File: src/rtl/multi_delay.sv
// N-channel race-logic delay: each channel captures its first input spike per
// gamma window and re-emits it a captured number of cycles later, as a step or pulse.
module multi_delay #(
  parameter int GAMMA_CYCLE_WIDTH = 16,
  parameter int PULSE_WIDTH       = 4,
  parameter int NUM_CH            = 4,
  parameter int MODE              = 0,
  parameter int DW                = $clog2(GAMMA_CYCLE_WIDTH)
) (
  input  logic                                   aclk,
  input  logic                                   grst,
  input  logic [NUM_CH-1:0]                      in,
  input  logic [NUM_CH*DW-1:0]                   delay,
  output logic [NUM_CH-1:0]                      out,
  output logic [NUM_CH-1:0]                      ovf,
  output logic [$clog2(GAMMA_CYCLE_WIDTH+1)-1:0] gamma_cnt
);

  localparam int GW  = $clog2(GAMMA_CYCLE_WIDTH + 1);
  // Fire time t+d+1 can reach nearly three windows when the window is not a power of two.
  localparam int FW  = GW + 2;
  localparam int PCW = $clog2(PULSE_WIDTH + 1);

  typedef enum logic [1:0] {IDLE, COUNT, FIRE, DONE} ch_state_t;

  logic [GW-1:0] gamma_cnt_reg;
  logic          window_open;

  always_ff @(posedge aclk) begin
    if (grst) begin
      gamma_cnt_reg <= '0;
    end else if (gamma_cnt_reg != GW'(GAMMA_CYCLE_WIDTH)) begin
      gamma_cnt_reg <= gamma_cnt_reg + GW'(1);
    end
  end

  assign window_open = (gamma_cnt_reg < GW'(GAMMA_CYCLE_WIDTH));
  assign gamma_cnt   = gamma_cnt_reg;

  genvar gi;
  generate
    for (gi = 0; gi < NUM_CH; gi++) begin : g_ch
      ch_state_t      state_reg, state_next;
      logic [DW-1:0]  cnt_reg, cnt_next;
      logic [PCW-1:0] pcnt_reg, pcnt_next;
      logic           out_reg, out_next;
      logic           ovf_reg, ovf_next;
      logic [DW-1:0]  d_in;
      logic [FW-1:0]  fire_at;

      assign d_in    = delay[gi*DW +: DW];
      assign fire_at = FW'(gamma_cnt_reg) + FW'(d_in) + FW'(1);

      always_comb begin
        state_next = state_reg;
        cnt_next   = cnt_reg;
        pcnt_next  = pcnt_reg;
        ovf_next   = ovf_reg;
        case (state_reg)
          IDLE: begin
            if (in[gi] && window_open) begin
              if (fire_at < FW'(GAMMA_CYCLE_WIDTH)) begin
                if (d_in == '0) begin
                  state_next = FIRE;
                  pcnt_next  = PCW'(PULSE_WIDTH - 1);
                end else begin
                  state_next = COUNT;
                  cnt_next   = d_in;
                end
              end else begin
                state_next = DONE;
                ovf_next   = 1'b1;
              end
            end
          end
          COUNT: begin
            // Reaching zero on this edge means the output is high next cycle.
            if (cnt_reg == DW'(1)) begin
              state_next = FIRE;
              cnt_next   = '0;
              pcnt_next  = PCW'(PULSE_WIDTH - 1);
            end else begin
              cnt_next = cnt_reg - DW'(1);
            end
          end
          FIRE: begin
            if (MODE == 1) begin
              if (pcnt_reg == '0) begin
                state_next = DONE;
              end else begin
                pcnt_next = pcnt_reg - PCW'(1);
              end
            end
          end
          default: begin
          end
        endcase
        out_next = (state_next == FIRE);
      end

      always_ff @(posedge aclk) begin
        if (grst) begin
          state_reg <= IDLE;
          cnt_reg   <= '0;
          pcnt_reg  <= '0;
          out_reg   <= 1'b0;
          ovf_reg   <= 1'b0;
        end else begin
          state_reg <= state_next;
          cnt_reg   <= cnt_next;
          pcnt_reg  <= pcnt_next;
          out_reg   <= out_next;
          ovf_reg   <= ovf_next;
        end
      end

      assign out[gi] = out_reg;
      assign ovf[gi] = ovf_reg;
    end
  endgenerate

endmodule
File: config.mk
export PLATFORM = sky130hd
export DESIGN_NAME = multi_delay
export DESIGN_NICKNAME = d
export VERILOG_FILES = /design/src/rtl/multi_delay.sv
export SDC_FILE = /design/constraint.sdc
export NUM_CORES = 1
export LEC_CHECK = 0
export CORE_ASPECT_RATIO = 1.1
export CORE_UTILIZATION = 50
export DETAILED_ROUTE_END_ITERATION = 10
export GPL_TIMING_DRIVEN = 1
export PLACE_DENSITY = 0.74
export SETUP_SLACK_MARGIN = 0.15
export SLEW_MARGIN = 30
export SYNTH_ARGS = -nofsm -noshare
export SYNTH_HDL_FRONTEND = slang
export SYNTH_SLANG_ARGS = --single-unit
File: constraint.sdc
create_clock -name aclk -period 2.06 [get_ports aclk]
set_clock_uncertainty 0.05 [all_clocks]
set_input_delay 0.206 -clock aclk [delete_from_list [all_inputs] [get_ports aclk]]
set_output_delay 0.206 -clock aclk [all_outputs]
set_load 0.02 [all_outputs]
==> results of run 1 <==
[synthesized netlist by cell type (3+ instances only)]
cell type  instances  area, um2
and3_1             3       18.8
nand2_1           16       60.1
or4_1              5       37.5
nor2b_1            5       31.3
o21ai_0           23        115
inv_1             15       56.3
buf_4              8       60.1
mux2i_1            4       40.0
nor4_1             3       18.8
dfxtp_1           37        741
or3_1              3       18.8
o211ai_1           4       30.0
ha_1              22        275
a31oi_1            5       31.3
a21oi_1           19       95.1
nand2b_1           4       25.0
xnor2_1            3       26.3
o31ai_1            4       30.0
nor2_1            27        101
nor3_1             5       25.0
a311oi_1           4       35.0
clkbuf_1           4       15.0
xor2_1             5       43.8
nand3_1           10       50.1
[layer usage]
layer / share of wire (%) / vias up / global-route usage, %
met3: 4.4 / 5 / 4.75
met4: 1.1 / 0 / 8.80
met5: 0 / - / 0
li1: - / 1136 / -
met2: 49 / 50 / 41.1
met1: 45 / 1040 / 29.4
[worst max-delay path by stage]
stage	startpoint	to	slack (ns)	depth (start not counted)
2_1_floorplan	gamma_cnt[3]	g_ch[2].cnt_reg[0]	0.17	5
6_report	gamma_cnt[4]	gamma_cnt[4]	0.18	2
3_3_place_gp	delay[5]	g_ch[1].cnt_reg[1]	-0.03	6
4_1_cts	gamma_cnt[3]	g_ch[1].cnt_reg[1]	0.16	6
5_1_grt	gamma_cnt[4]	gamma_cnt[4]	0.14	2
3_5_place_dp	delay[5]	g_ch[1].cnt_reg[1]	-0.08	6
[cell families (layout without fill, tap and decap cells)]
| kind of cell | Yosys count | count (layout) |
|---|---|---|
| and+or+nand+nor | 97 | 97 |
| xor gates and xnor gates | 8 | 8 |
| buffers and inverters | 30 | 82 |
| AOI/OAI and AO/OA | 77 | 77 |
| muxes | 9 | 9 |
| adders and majority gates | 22 | 22 |
| DFF | 37 | 37 |
[final cells by class]
cell class / instances / share of cell area (%)
clock buffer: 5 / 2.24
clock inverter: 3 / 2.12
inverter: 15 / 1.83
multi-input combinational: 213 / 49.9
sequential: 37 / 24.5
tap: 56 / 2.28
timing repair buffer: 59 / 17.2
[metrics by stage]
step                hold slack, ns  utilization (%)  power, mW  setup slack (ns)
finish                       0.426             66.6       2.34             0.180
global route                 0.455             66.6       2.48             0.141
CTS                          0.433             65.3       2.34             0.156
detailed placement           0.416             62.4       1.58           -0.0758
global placement             0.399             62.4       1.56           -0.0329
floorplan                    0.292                -       1.36             0.166
[what timing repair did]
item	in CTS	in global routing
gates resized for setup	2	10
setup endpoints to repair	4	10
pin swaps	0	3
setup buffers	0	2
[worst reg2reg max path: stages, from the launching register on]
cell,delay (ns)
dfxtp_4,0.35
buf_4,0.16
ha_4,0.17
nor4_4,0.24
a22oi_2,0.13
or4_4,0.52
o311a_1,0.14
[power by group through the flow]
stage / logic, mW / registers [mW] / clock network (mW)
floorplan: 0.465 / 0.898 / 0
global placement: 0.647 / 0.918 / 0
detailed placement: 0.660 / 0.919 / 0
CTS: 0.669 / 0.903 / 0.768
global route: 0.757 / 0.915 / 0.805
finish: 0.680 / 0.902 / 0.758
==> results.md, run 1 <==
* Max FFs per register at 16
* Post-synthesis simple-gate area fraction at 23.0%
* Power density over the cells at 761 mW/mm2
* Dpl cell area at 0.00288 mm2
* Gr usage total at 24.0%
* EDFF count, synth at 0
* Min Tclk post-route at 1.88 ns
* Vias in the first global route at 2030
* Crit-path cells: buf_4 -> clkdlybuf4s50_1
* CTS buffer count at 5
* Syn Inst Count at 280
* CTS tree: yes
* Routed vias/inst at 5.75
* Worst path max stage delay at between 0.6 and 0.7 ns
* # clock sinks at 37
* Rel. slew slack at roughly 65%
* Synth Cell Area at between 0.002 and 0.0025 mm2
* Area growth from synthesis to layout at 28.8%
* Height of the die at 74.5 um
* Worst-skew pair later-pin latency at 0.30 ns
* Logic gate share of total power at 29.1%
* RSZ-0062 raised after global routing: true
* Pint at about 1.6 mW
* Initial antenna violation count at 0
* Post-synthesis sequential area ratio at 31.0%
* CP required at 1.80 ns
* Post-synthesis mux area share at 4.35%
* Hold-fix buffers at CTS at 0
* Fill count at 380
* Status: completed
* Global-route wire length before repair at between 9 and 10 mm
* Max frequency at between 500 and 600 MHz
* Reg2Reg Capture Point: g_ch[1].cnt_reg[1]
* Main flop type after synthesis: dfxtp_1
* Initial Util at 51.7%
* Seq pwr share at about two fifths
* Hold path endpoint: g_ch[3].ovf_reg
* Synth warn at 0
* Sequential cell area at 753 um2
* H-tree Lvls at 2
* Worst hold path class: reg2reg
* Ratio of cells with drive above 1 in the final layout at 16.0%
* Core ar. at between 0.004 and 0.005 mm2
* Type of origin of the critical path: flop
* Avg Cell Area, Syn at about 8.5 um2
* FF-to-FF setup slack at 0.20 ns
* Drt wl/cell at 14.5 um
* Synth Area in Compound Gates at 20.8%
* Rows at 26
* Clock root buffer: clkbuf_8
* Worst Path Buf+Inv at 2
* Post-route cell area at about 0.0031 mm2
* CTS clk-pin slew, worst paths at ~0.080 ns
* Syn Nets at 324
* Clk buf depth at 2
* Clock power frac at 32.4%
* Via count at roughly 2200
* Hold Startpoint: g_ch[3].ovf_reg
* Final Hold Fails at 0
* CP endpoint kind: output port
* Synthesized flop and latch total at 37
* Worst-Margin Slew at 0.527 ns
* Largest family of logic cells by synthesized area: simple AND/OR/NAND/NOR gates
* Worst IR Drop VDD at about 480 uV
* Worst EP arrival at 1.62 ns
* Slowest CP cell: clkdlybuf4s50_1
* Tcrit/Tclk final at 91.3%
* Post-placement cell count at 378
* Total global routing overflow at 0
* Family with the most delay on the worst path: buffers and inverters
* Die Width at 67.9 um
* Routability cong. at 0.788
* Io pins at 35
* Final Max Slew Viols at 0
* Largest net degree at the start of global routing at 33
* FF-to-FF path depth at 6
* Synth Area in Adders at 11.5%
* Final setup violating endpoints at 0
* Starting DRT DRC Count at 151
* Die Area at 0.00506 mm2
* Drt total wl at 5.62 mm
* Finished Layout Cells at 388
* Crit Path Max Fanout at 9
* XOR/XNOR share of the synthesized area at 2.93%
* Commonest non-fill, non-tap cells in the layout: clkdlybuf4s50_1, dfxtp_1, nor2_1
* Max-Cap Viols at 0
* Fin nets at 375
* Leak Pwr at 1.26 nW
* Drt pass-1 iters at 4
* Final antenna-violating net count at 0
* Final setup TNS at 0 ns
* P_sw at ~710 uW
* Post-synth cell types at between 50 and 60
* Reg2reg start: gamma_cnt[3]
* Multi-input gate area at approximately 0.0015 mm2
* Post-DP HPWL at 3.97 mm
* Antenna cell count at 0
* WHS Path Cells at 2
* # port buffers at 34
* Switching share of power at about 30%
* Asr flop ratio synth at 0%
* Critical path class: reg2out
* Drc violations at 0
* Commonest non-fill, non-tap cell in the layout: clkdlybuf4s50_1
Note: power is estimated with default switching activity, not from simulation.
==> inputs of run 2 (changes only) <==
- GPL_TIMING_DRIVEN: 1 -> default
==> results of run 2 <==
Final layout, timing and power as in run 1 (identical DEF).
